===== src/rtl/systolic_feed_sched.sv =====
// Feed scheduler for the systolic array: skews per-lane A/W FIFO reads into a diagonal wavefront.
// Optional RUN abort input is enabled by defining SYSTOLA_SCHED_ABORT_EN.
module systolic_feed_sched #(
  parameter int LANES  = 8,
  parameter int CNTW   = 8,
  parameter int STALLW = 16
) (
  input  logic              clk,
  input  logic              rstn,
  input  logic              start,
  input  logic [CNTW-1:0]   klen,
  input  logic [LANES-1:0]  aemptys,
  input  logic [LANES-1:0]  wemptys,
`ifdef SYSTOLA_SCHED_ABORT_EN
  input  logic              abort,
`endif
  output logic [LANES-1:0]  rd_a,
  output logic [LANES-1:0]  rd_w,
  output logic              busy,
  output logic              done,
  output logic [STALLW-1:0] stall_cnt,
  output logic [1:0]        state_dbg
);

  // Read strobe semantics: a FIFO pops on every cycle its rd strobe is high; the strobe is
  // only raised when every active lane reports non-empty, so each strobe is a completed transfer.

  localparam int LW = (LANES > 1) ? $clog2(LANES) : 1;
  localparam int AW = CNTW + LW + 1;

  typedef enum logic [1:0] {
    IDLE = 2'd0,
    RUN  = 2'd1,
    DONE = 2'd2
  } state_t;

  state_t           state, state_nxt;
  logic [AW-1:0]    t;
  logic [CNTW-1:0]  klen_q;
  logic [AW-1:0]    klen_ext;
  logic [AW-1:0]    last_t;
  logic [LANES-1:0] active;
  logic [LANES-1:0] strobe;
  logic             go;
  logic             abort_w;

`ifdef SYSTOLA_SCHED_ABORT_EN
  assign abort_w = abort;
`else
  assign abort_w = 1'b0;
`endif

  assign klen_ext = {{(AW-CNTW){1'b0}}, klen_q};
  assign last_t   = klen_ext + AW'(LANES - 2);

  // Widened arithmetic keeps i+klen_q exact even at the largest klen.
  always_comb begin
    active = '0;
    for (int i = 0; i < LANES; i++) begin
      active[i] = (t >= AW'(i)) && (t < (AW'(i) + klen_ext));
    end
  end

  assign go = ~|(active & (aemptys | wemptys));

  always_comb begin
    strobe = '0;
    if (state == RUN && go && !abort_w) begin
      strobe = active;
    end
  end

  assign rd_a      = strobe;
  assign rd_w      = strobe;
  assign busy      = (state != IDLE);
  assign done      = (state == DONE);
  assign state_dbg = state;

  always_comb begin
    state_nxt = state;
    case (state)
      IDLE: begin
        if (start) begin
          state_nxt = (klen != '0) ? RUN : DONE;
        end
      end
      RUN: begin
        if (abort_w) begin
          state_nxt = DONE;
        end else if (go && (t == last_t)) begin
          state_nxt = DONE;
        end
      end
      DONE:    state_nxt = IDLE;
      default: state_nxt = IDLE;
    endcase
  end

  always_ff @(posedge clk or negedge rstn) begin
    if (!rstn) begin
      state     <= IDLE;
      t         <= '0;
      klen_q    <= '0;
      stall_cnt <= '0;
    end else begin
      state <= state_nxt;
      case (state)
        IDLE: begin
          if (start) begin
            klen_q    <= klen;
            stall_cnt <= '0;
            t         <= '0;
          end
        end
        RUN: begin
          if (!abort_w) begin
            if (go) begin
              t <= t + AW'(1);
            end else if (stall_cnt != '1) begin
              stall_cnt <= stall_cnt + STALLW'(1);
            end
          end
        end
        default: ;
      endcase
    end
  end

endmodule


===== config.mk =====
export PLATFORM = sky130hd
export DESIGN_NAME = systolic_feed_sched
export DESIGN_NICKNAME = d
export VERILOG_FILES = /design/src/rtl/systolic_feed_sched.sv
export SDC_FILE = /design/constraint.sdc
export NUM_CORES = 1
export LEC_CHECK = 0
export ABC_AREA = 1
export BUFFER_PORTS_ARGS = -buffer_cell sky130_fd_sc_hd__buf_4
export CAP_MARGIN = 40
export CORE_UTILIZATION = 32
export DETAILED_ROUTE_END_ITERATION = 6
export PLACE_DENSITY_LB_ADDON = 0.3
export SLEW_MARGIN = 0
export SYNTH_ARGS = -nofsm -noshare
export SYNTH_HDL_FRONTEND = slang
export SYNTH_SLANG_ARGS = --single-unit

===== constraint.sdc =====
create_clock -name clk -period 4.7 [get_ports clk]
set_clock_uncertainty 0.2 [all_clocks]
set_input_delay 0.47 -clock clk [delete_from_list [all_inputs] [get_ports clk]]
set_output_delay 0.47 -clock clk [all_outputs]
set_load 0.005 [all_outputs]

== After elaboration in Yosys (flattened, before gate mapping) ==
Index checks and enable logic that the tools add are counted.

* Register bits after elaboration: 38
* Input port bits: 27
* Output and inout port bits: 36
* Word-level logic and storage cells: 72

* $add $sub $neg: 9
* $lt $le $gt $ge: 16
* Equal/unequal tests: 9
* Muxes and demuxes: 12
* Bitwise operators: 2
* Reductions and logical operators: 20

{| class="wikitable"
|+ Operators with widths
! cell !! number
|-
| less-than comparator 12 x 9 -> 1 bit || 7
|-
| greater-or-equal comparator 12 x 3 -> 1 bit (second input constant) || 4
|-
| two-way mux 16 bit || 3
|-
| adder 3 x 8 -> 9 bit (first input constant) || 4
|-
| case mux 16 bit (2 select lines) || 1
|-
| greater-or-equal comparator 12 x 1 -> 1 bit (second input constant) || 2
|-
| greater-or-equal comparator 12 x 2 -> 1 bit (second input constant) || 2
|-
| two-way mux 12 bit || 2
|-
| case mux 12 bit (2 select lines) || 1
|-
| adder 2 x 8 -> 9 bit (first input constant) || 2
|-
| adder 16 x 1 -> 16 bit (second input constant) || 1
|-
| != test 16 bit (second input constant) || 1
|-
| adder 12 x 1 -> 12 bit (second input constant) || 1
|-
| equality test 12 x 9 -> 1 bit || 1
|-
| less-than comparator 12 x 8 -> 1 bit || 1
|-
| logical AND 1 bit || 10
|-
| adder 1 x 8 -> 9 bit (first input constant) || 1
|-
| bitwise AND 8 bit || 1
|-
| two-way mux 8 bit || 1
|-
| bitwise OR 8 bit || 1
|-
| nonzero test 8 bit || 1
|-
| OR reduction 8 bit || 1
|-
| two-way mux 2 bit || 3
|-
| != test 2 bit (second input constant) || 3
|-
| 10 further kinds || 13
|}

== Logic depth before layout (Yosys ltp) ==
Gate-level depths: netlist (run 1).

* Depth in word-level cells: 9
* Mapped depth: 22

== Worst setup path after synthesis (run 1) ==
OpenSTA, ideal clock, no wires.

* Path kind: register to output
* Start: reg klen_q[3]
* End: out rd_w[0]
* Data arrival time: 2.903 ns
* Data required time: 4.030 ns
* Path slack: 1.127 ns
* Cell stages (with the launch flop): 21
* Path buffers: 3
* Cell sequence: dfrtp_1 -> ha_1 -> clkbuf_1 -> nand2_1 -> nor2_1 -> xor2_1 -> a21oi_1 -> a31oi_1 -> ha_1 -> nand2_1 -> inv_1 -> nand2_1 -> nand2_1 -> a21oi_1 -> nand4_1 -> nand2_1 -> nor2_4 -> nand3_4 -> buf_2 -> nor2_1 -> buf_4

* Word-level cells in the longest chain between the ends: 8
* Elaborated cells between the ends (all ways): 28
* Those cells by class: 7 x add/sub; 8 x order compare; 1 x mux; 1 x bitwise; 11 x reduce/logical

{| class="wikitable"
|+ RTL lines
! item !! line !! source
|-
| start: declaration || 39 || <nowiki>logic [CNTW-1:0] klen_q;</nowiki>
|-
| start signal: assignment || 110 || <nowiki>klen_q <= klen;</nowiki>
|-
| adder 1 x 8 -> 9 bit (tied with other cells) || 60 || <nowiki>active[i] = (t >= AW'(i)) && (t < (AW'(i) + klen_ext));</nowiki>
|-
| less-than comparator 12 x 9 -> 1 bit || 60 ||
|-
| logical AND 1 bit || 60 ||
|-
| bitwise AND 8 bit || 64 || <nowiki>assign go = ~|(active & (aemptys | wemptys));</nowiki>
|-
| OR reduction 8 bit || 64 ||
|-
| zero test 1 bit || 64 ||
|-
| logical AND 1 bit || 68 || <nowiki>if (state == RUN && go && !abort_w) begin</nowiki>
|-
| two-way mux 8 bit * || 68 ||
|-
| end: declaration || 18 || <nowiki>output logic [LANES-1:0] rd_w,</nowiki>
|}

Every way passes the cells marked *; elsewhere a longest branch is shown, timed or not.

== Worst setup path after layout (run 1) ==
* Start: reg klen_q[2]
* End: out rd_a[1]

* Word-level cells in the longest chain between the ends: 8
* Elaborated cells between the ends (all ways): 28
* Those cells by class: 7 x add/sub; 8 x order compare; 1 x mux; 1 x bitwise; 11 x reduce/logical

{| class="wikitable"
|+ RTL lines
! item !! line !! source
|-
| adder 1 x 8 -> 9 bit (tied with other cells) || 60 ||
|-
| less-than comparator 12 x 9 -> 1 bit || 60 ||
|-
| logical AND 1 bit || 60 ||
|-
| bitwise AND 8 bit || 64 ||
|-
| OR reduction 8 bit || 64 ||
|-
| zero test 1 bit || 64 ||
|-
| logical AND 1 bit || 68 ||
|-
| two-way mux 8 bit * || 68 ||
|-
| end: declaration || 17 || <nowiki>output logic [LANES-1:0] rd_a,</nowiki>
|}

Marked as above.

==> metrics, run 1 <==
Final Wtd Congestion 0.867; die area 15,400 sq um; first-iteration detailed-routing DRC count 224; Max Cap Viol 0; Mapped Avg Cell Area 6.61 sq um; H-tree depth 2; DP Area 5360 sq um; Finished Layout Cells 956; P&R area growth vs syn 16.1%; total power 2.80 mW; Compound-Gate Fraction of Synth Area 8.05%; final setup violation count 0; DP Wirelength 10,400 um; Critical Setup Path Class flop to output port; Synth Register Bits 38; CP arrival 3.67 ns; WP buf/inv 4; post-synthesis cell type count 38; mux contribution to synthesized area 0%; drt first pass iters 4; crit-path cells inv_1 -> ha_1 -> inv_1 -> o21ai_0 -> nand3_1 -> xor2_1 -> ha_1 -> nand2_1 -> inv_1 -> nand2_1 -> nor2_1 -> a21oi_1 -> nand3_1 -> nand2_1 -> nor2_4 -> nand3_4 -> nor2_1 -> buf_4; XOR/XNOR Fraction of Synth Area 6.42%; DIE WIDTH 124 um; mapped cell area 4770 sq um; Post-Synth Simple-Gate Area 35.8%; DR vias 4,627; CTS tree built; Lkg Pwr 3.02 nW; share of cells above drive strength 1 13.0%; drt via density 4.84; # DRC 0; # diodes 0; Final TNS setup 0 ns; CP max FO 10; first-pass GRT wire length 22,200 um; setup bufs post-CTS 0; Fmax achieved 230 MHz; final instance area 5540 sq um; Max clock buf depth 2; sequential share of the synthesized area 19.9%; Sink Count 38; largest family of logic cells by synthesized area simple AND/OR/NAND/NOR gates; clock transition at the registers of the reported paths 0.05 ns; PostCTS Resize Cnt 0; placed insts 948; crit end category output port; Req. time, crit path 4.03 ns; slowest cell on the critical path dfrtp_1; Post-Syn Nets 825; status complete, no violations; worst-margin pin slew 0.802 ns; Hold Crit Class input port to flop; worst vdd ir 0.250 mV; unrepaired setup endpoints after global routing no; Post-Synth Adder-Cell Area 19.9%; Top-Level Pins 63; count of final hold-check violations 0; Slew Limit Fails 0; largest net degree at the start of global routing 39; clk root buf clkbuf_16; Mapped Cells 722; CP peak stage delay 0.49 ns; Routed wire per std cell 14.2 um; Worst setup SP type flop; clock latency at the later pin of the worst-skew pair 0.28 ns; Core ar. 14,500 sq um; GRT overflow 0; # port buffers 62; worst rel slew slack 46.6%; CP delay by family, top simple AND/OR/NAND/NOR gates; final core utilization 38.1%; total clock buffers created by CTS 5; FP Rows 44; post-route ant nets 0; GRT Overall Usage 18.7%; vias in the first global route 4,307; period utilization 92.4%; post-layout minimum cycle time 4.34 ns; DIE HEIGHT 124 um; Initial Utilization 32.8%; antenna violations before repair 0; WL final 13,600 um; Layout Nets 875; synth warn 0; pwr dens 506 nW/um^2
## Yosys cell counts
cell,n,area share [%]
buf_6,1,0.24
nor3_1,16,1.7
nor2_2,2,0.26
clkinv_1,2,0.16
nor2_1,62,4.9
buf_2,4,0.42
nand3_4,1,0.37
nor3b_1,1,0.16
a21oi_1,36,3.8
o22a_1,1,0.18
nor3_2,1,0.21
nand3_2,1,0.21
inv_1,80,6.3
a211oi_1,1,0.16
o22ai_1,2,0.26
o21ai_0,22,2.3
a21o_1,1,0.16
xnor2_1,3,0.55
nand3b_1,2,0.31
buf_4,10,1.6
a311oi_1,1,0.18
or2_2,9,1.2
nand3_1,54,5.7
or2_0,2,0.26
o21a_1,1,0.16
nor4_1,1,0.13
inv_2,5,0.39
dfrtp_1,38,20
ha_1,76,20
nor2_4,4,0.94
o21bai_1,3,0.47
a31oi_1,3,0.39
nand2_4,1,0.24
clkbuf_1,10,0.79
nand4_1,17,2.2
nand2_2,2,0.26
nand2_1,214,17
xor2_1,32,5.9
## cell families after synthesis
logic type | count (synthesis)
compound gates | 71
flops | 38
fa+ha+maj | 76
xor+xnor | 35
buf+inv | 112
simple gates | 390
## routing by layer
layer | vias up | track usage [%] | wire, um
met1 | 2051 | 26.8 | 6770
met5 | - | 0 | 0
li1 | 2430 | - | -
met2 | 130 | 29.5 | 5900
met4 | 0 | 5.51 | 251
met3 | 16 | 1.47 | 640
## layout make-up
type	instances	area, sq um
flip-flops and latches	38	951
multi-input cells	572	3350
clock inverters	1	30.0
clock buffers	6	139
inverters	87	327
fillers	1617	8990
well taps	184	230
repair buffers	68	513
## where the power goes
part | total [mW] | internal (mW) | switching (mW)
Sequential | 0.536 | 0.395 | 0.141
Combinational | 1.87 | 0.645 | 1.23
Clock | 0.392 | 0.262 | 0.131
Total | 2.80 | 1.30 | 1.50
## through the flow
step | hold slack, ns | worst slack [ns]
CTS | 0.211 | 0.381
floorplan | -0.0256 | 1.13
detailed placement | 0.283 | 0.703
finish | 0.214 | 0.359
global placement | 0.280 | 0.717
global route | 0.221 | 0.0762
## flip-flops by register name, indices dropped and copies added (netlist names)
register	count
stall_cnt	16
t	12
klen_q	8
state_dbg	2
## layout by cell type, fill, tap and decap left out, types with 3 or more instances in the layout
cell / instances
nand2_1: 214
inv_1: 80
ha_1: 76
buf_4: 67
nor2_1: 62
nand3_1: 54
dfrtp_1: 38
a21oi_1: 36
xor2_1: 32
o21ai_0: 22
nand4_1: 17
nor3_1: 16
or2_2: 9
inv_2: 5
clkbuf_16: 5
nor2_4: 4
a31oi_1: 3
xnor2_1: 3
o21bai_1: 3
## repair_timing
| action | in CTS | in global routing |
|---|---|---|
| hold endpoints to repair | 38 | 0 |
| hold buffers | 1 | 0 |
| endpoints found under the setup margin | 0 | 0 |
## worst paths after layout
kind	end	slack [ns]	cells after the start	start
hold reg to reg	stall_cnt[11]	0.33	2	stall_cnt[11]
setup / recovery	rd_a[1]	0.36	18	klen_q[2]
max in group asynchronous	klen_q[5]	3.43	2	rstn
min in group asynchronous	t[4]	0.50	2	rstn
setup reg to reg	t[3]	0.87	20	klen_q[2]
hold / removal	klen_q[5]	0.21	3	klen[5]
## tightest hold or removal path, cell delays in order
cell     delay [ns]
buf_4          0.09
nand2_1        0.04
o21ai_0        0.05
(Power assumes the default switching activity.)
==> run 2, diff against run 1 <==
Settings changed: PLACE_DENSITY_LB_ADDON 0.3 to 0.15.
==> run 2 against run 1 <==
  * Maximum frequency fell by 2.0%
  * Register-to-register slack got worse by 0.10 ns
  * Hold slack got worse by 0.011 ns
  * First-iteration DRC count rose by 1.3%
  * Clock-buffer cell count did not move
  * Power fell by 0.33%
  * Via count rose by 0.97%
  * Clock power fell by 9.9%
  * Critical path type unchanged
  * Largest power group unchanged
  * Highest routed layer unchanged
==> metrics, run 2 (synthesis gave the netlist of run 1 again) <==
status complete, no violations; P&R area growth vs syn 15.6%; die area 15,400 sq um; Final Wtd Congestion 0.930; GRT overflow 0; # DRC 0; Max Cap Viol 0; WL final 14,900 um; Lkg Pwr 3.00 nW; pwr dens 506 nW/um^2; Final TNS setup 0 ns; WP buf/inv 1; share of cells above drive strength 1 13.2%; clk root buf clkbuf_16; # diodes 0; CTS tree built; Initial Utilization 32.8%; Max clock buf depth 2; sw power 1.55 mW; FP Rows 44; Critical Setup Path Class flop to output port; largest net degree at the start of global routing 39; CP arrival 3.76 ns; most frequent cells in the layout nand2_1, inv_1, ha_1; clock transition at the registers of the reported paths 0.06 ns; Fill cells 1,564; worst rel slew slack 48.9%; Core ar. 14,500 sq um; vias in the first global route 4,563; slowest cell on the critical path dfrtp_2; Seq pwr share 20.3%; first-pass GRT wire length 24,200 um; final core utilization 37.9%; GRT Overall Usage 20.8%; CP max FO 16; drt via density 4.89; DIE HEIGHT 124 um; Req. time, crit path 4.03 ns; post-route ant nets 0; CP peak stage delay 0.52 ns; worst slack, placed 0.360 ns; Clk pwr share 12.6%; Largest register FFs 16; first-iteration detailed-routing DRC count 227; largest reg by FF count stall_cnt; count of final hold-check violations 0; final setup violation count 0; total power 2.79 mW; # port buffers 62; worst vdd ir 0.219 mV; CP delay by family, top simple AND/OR/NAND/NOR gates; drt first pass iters 4; H-tree depth 2; switching share of power 55.4%; post-layout minimum cycle time 4.43 ns; Sink Count 38; antenna violations before repair 0; Final Hold Slack 0.203 ns; DP Wirelength 11,600 um; DR vias 4,672; clock latency at the later pin of the worst-skew pair 0.29 ns; Layout Nets 873; total clock buffers created by CTS 5; DIE WIDTH 124 um; worst-margin pin slew 0.766 ns; period utilization 94.3%; Top-Level Pins 63; Fmax achieved 226 MHz; Routed wire per std cell 15.6 um; most frequent CP cell nand2_1; Worst Slack Setup Final 0.270 ns; crit-path cells ha_1 -> nand2_1 -> nor2_1 -> nand2_1 -> xor2_1 -> ha_1 -> nand4_1 -> nor2_1 -> nand2_1 -> nand2_1 -> nor2_1 -> nand2_1 -> nand2_1 -> nor2_4 -> nand3_4 -> nor2_1 -> buf_4; Pint 1.25 mW; crit end category output port; Logic pwr share 67.0%; Slew Limit Fails 0; most common cell after layout, fill and taps aside nand2_1; Hold Crit Class input port to flop; Worst setup SP type flop; Top Registers stall_cnt: 16 flops, t: 12 flops, klen_q: 8 flops
[run 2: stage by stage]
stage	cell area (sq um)	cells
after detailed placement	5350	946
final	5520	955
after global placement	5350	946
after global routing	5520	955
after floorplan	4770	722
after CTS	5510	955
[run 2: worst paths after layout]
| check | startpoint | end | slack [ns] | cells after the start |
|---|---|---|---|---|
| worst max register to register | klen_q[2] | stall_cnt[5] | 0.77 | 20 |
| worst max-delay path | klen_q[2] | rd_a[1] | 0.27 | 17 |
| min in group asynchronous | rstn | t[4] | 0.49 | 2 |
| worst min register to register | stall_cnt[1] | stall_cnt[1] | 0.33 | 2 |
| worst min-delay path | klen[2] | klen_q[2] | 0.20 | 3 |
| max in group asynchronous | rstn | klen_q[2] | 3.43 | 2 |
[run 2: final cells by class]
| type | count | area, sq um | share of cell area (%) |
|---|---|---|---|
| Inverter | 87 | 330 | 5.99 |
| Clock buffer | 6 | 139 | 2.52 |
| Sequential cell | 38 | 952 | 17.3 |
| Timing Repair Buffer | 66 | 498 | 9.03 |
| Tap cell | 184 | 230 | 4.17 |
| Multi-Input combinational cell | 572 | 3350 | 60.8 |
| Clock inverter | 2 | 12.5 | 0.227 |
[run 2: metal layers]
metal	global-route usage (%)	part of all wire (%)	up-vias
met5	0	0	-
met2	36.4	48	104
met3	2.20	3.6	12
li1	-	-	2429
met4	4.91	1.3	0
met1	27.1	48	2127
[run 2: what timing repair did]
| action | CTS | global route |
|---|---|---|
| resized for setup | 0 | 4 |
| setup buffers | 0 | 0 |
| endpoints found under the hold margin | 38 | 0 |
| hold buffers | 1 | 0 |
| setup endpoints to repair | 0 | 16 |
[run 2: power groups by stage]
| stage | Sequential [mW] | Clock (mW) | Combinational, mW |
|---|---|---|---|
| 2_1_floorplan | 0.476 | 0 | 1.41 |
| 6_report | 0.568 | 0.353 | 1.87 |
| 3_3_place_gp | 0.562 | 0 | 1.84 |
| 4_1_cts | 0.563 | 0.362 | 1.88 |
| 5_1_grt | 0.581 | 0.374 | 2.14 |
| 3_5_place_dp | 0.568 | 0 | 1.87 |
[run 2: worst register-to-register path, delay by kind of cell (launching register included)]
family                   cells  cell delay, ns
AND/OR/NAND/NOR             12            1.45
buffers and inverters        2            0.33
AO/OA/AOI/OAI                3            0.44
adder cells (fa/ha/maj)      2            0.63
XOR/XNOR                     1            0.24
flip-flops                   1            0.52
==> run 3, diff against run 2 <==
Settings changed: ABC_AREA 1 to default.
==> run 3 against run 2 <==
  * Maximum frequency fell by 0.48%
  * Final cell count is 21% lower
  * Global-route usage shrank 0.73 points
  * Via count down 11%
  * Sequential power is 3% lower
  * Clock-buffer cell count stayed put
  * Highest routed layer unchanged
==> metrics, run 3 <==
status complete, no violations; crit-path cells inv_1 -> ha_1 -> a21boi_1 -> nor2_1 -> xnor2_1 -> ha_1 -> a21o_1 -> a2111oi_1 -> o2111ai_1 -> and4_2 -> nand2_4 -> nor2_2 -> and4_1 -> buf_4; total clock buffers created by CTS 5; Synth Register Bits 38; drt first pass iters 4; cell accounting for the most synthesized area dfrtp_1; vias in the first global route 4,079; largest reg by FF count stall_cnt; DIE HEIGHT 119 um; CP peak stage delay 0.56 ns; slowest cell on the critical path a2111oi_1; Main synth FF type dfrtp_1; placed insts 745; final instance area 5310 sq um; Synth top area share 21.9%; Top-Level Pins 63; H-tree depth 2; worst-margin pin slew 0.881 ns; # DRC 0; Initial Utilization 32.8%; sequential share of the synthesized area 21.9%; worst rel slew slack 41.0%; crit end category output port; WL final 14,000 um; DP Area 5090 sq um; Routed wire per std cell 18.5 um; final setup violation count 0; number of synthesized flops with an enable pin 0; synth warn 0; largest cells by area after synthesis dfrtp_1, ha_1, xnor2_1; drt via density 5.52; CP arrival 3.78 ns; final core utilization 40.1%; most frequent cells in the layout buf_4, ha_1, nand2_1; clock latency at the later pin of the worst-skew pair 0.29 ns; hold depth 2; clk root buf clkbuf_16; most frequent CP cell ha_1; count of final hold-check violations 0; most common cell in the netlist ha_1; Layout Nets 682; first-pass GRT wire length 21,900 um; worst min-delay path endpoint klen_q[3]; FP Rows 42; worst reg-to-reg setup slack 0.53 ns; Mapped Cells 508; Sink Count 38; Hold Crit Class input port to flop; Req. time, crit path 4.03 ns; Final Wtd Congestion 0.920; first-iteration detailed-routing DRC count 186; pwr dens 562 nW/um^2; die area 14,100 sq um; GRT overflow 0; Largest register FFs 16; P&R area growth vs syn 22.2%; # diodes 0; post-synthesis cell type count 53; Top Registers stall_cnt: 16 flops, t: 12 flops, klen_q: 8 flops; reg2reg end stall_cnt[9]; post-route ant nets 0; GRT Overall Usage 20.0%; DR vias 4,165; total power 2.98 mW; largest net degree at the start of global routing 39; Lkg Pwr 2.60 nW; Critical R2R Launch klen_q[2]; Async SR Flop Fraction 100%; most common cell after layout, fill and taps aside buf_4; Mapped Avg Cell Area 8.56 sq um; hold path start klen[3]; Max Cap Viol 0; Fmax achieved 225 MHz; DP Wirelength 10,800 um; DIE WIDTH 119 um; most instantiated cells after synthesis ha_1, nand2_1, dfrtp_1, nor2_1, xnor2_1; Worst setup SP type flop; period utilization 94.7%; CTS tree built; Finished Layout Cells 755; mapped cell area 4350 sq um; Multi-input gate area 3210 sq um; post-layout minimum cycle time 4.45 ns; worst vdd ir 0.255 mV; CP max FO 8; Fill cells 1,400; antenna violations before repair 0; Worst R2R Path Depth 15; FF+latch area 951 sq um; Core ar. 13,200 sq um; Slew Limit Fails 0; share of cells above drive strength 1 20.6%; Post-Syn Nets 611; Max clock buf depth 2; Critical Setup Path Class flop to output port; # port buffers 62; clock transition at the registers of the reported paths 0.05 ns
[run 3: cell types whose count changed in the layout (fill, tap and decap cells not counted), sizes merged, moves of 11 or more]
cell / delta
a21oi: -11
and3: +16
a2111oi: +11
buf: +26
inv: -69
xnor2: +31
a31oi: +20
a21o: +15
nand3: -32
xor2: -28
nor2: -33
nand2: -177
[run 3: where the power goes]
| part | internal, mW | leakage (nW) | switching, mW |
|---|---|---|---|
| registers | 0.417 | 0.491 | 0.136 |
| logic | 0.886 | 2.03 | 1.14 |
| clock network | 0.262 | 0.0829 | 0.141 |
| total | 1.57 | 2.60 | 1.42 |
[run 3: routing by layer]
layer	track usage, %	share of wire [%]
met3	3.14	4.2
met5	0	0
met1	27.6	47
met4	6.01	1.7
met2	32.0	47
[run 3: worst max path at each step]
stage | start | end | slack, ns
6_report | klen_q[2] | rd_w[5] | 0.25
5_1_grt | klen_q[2] | rd_w[5] | -0.001
4_1_cts | klen_q[2] | rd_w[4] | 0.07
3_5_place_dp | klen_q[6] | rd_w[5] | 0.28
3_3_place_gp | klen_q[6] | rd_a[5] | 0.30
2_1_floorplan | klen_q[6] | rd_w[4] | 0.41
[run 3: what timing repair did]
action                                  CTS  global route
gates resized for setup                   2             7
pin swaps                                 1             1
hold buffers                              1             0
endpoints found under the hold margin    38             0
buffers inserted                          1             1
endpoints found under the setup margin    4            17
[run 3: kinds of logic (layout without fill, tap and decap cells)]
family	Yosys count	in the layout	share of synthesized area [%]
and+or+nand+nor	171	171	20.5
AOI/OAI and AO/OA	129	129	20.6
adders and majority gates	76	76	21.9
buffers and inverters	46	117	4.98
xor gates and xnor gates	38	38	7.65
DFF	38	38	21.9
muxes	10	10	2.59
[run 3: area by class of cell]
type                            instances  share of cell area, %
Multi-Input combinational cell        424                   60.4
Sequential cell                        38                   17.9
Timing Repair Buffer                   92                   13.1
Tap cell                              176                   4.15
Clock buffer                            6                   2.61
Inverter                               18                   1.27
Clock inverter                          1                  0.565
[run 3: worst max-delay path: cells and delay by family, from the launching register on]
| family | cells | cell delay, ns |
|---|---|---|
| AO/OA/AOI/OAI | 4 | 1.22 |
| flip-flops | 1 | 0.41 |
| adder cells (fa/ha/maj) | 2 | 0.56 |
| XOR/XNOR | 1 | 0.13 |
| buffers and inverters | 2 | 0.36 |
| AND/OR/NAND/NOR | 5 | 0.81 |
[run 3: stage by stage]
stage	worst slack, ns	hold slack, ns	setup TNS [ns]
after floorplan	0.414	-0.0256	0
after global placement	0.295	0.281	0
after detailed placement	0.275	0.287	0
after CTS	0.0656	0.216	0
after global routing	-0.00113	0.220	-0.00195
final	0.248	0.224	0
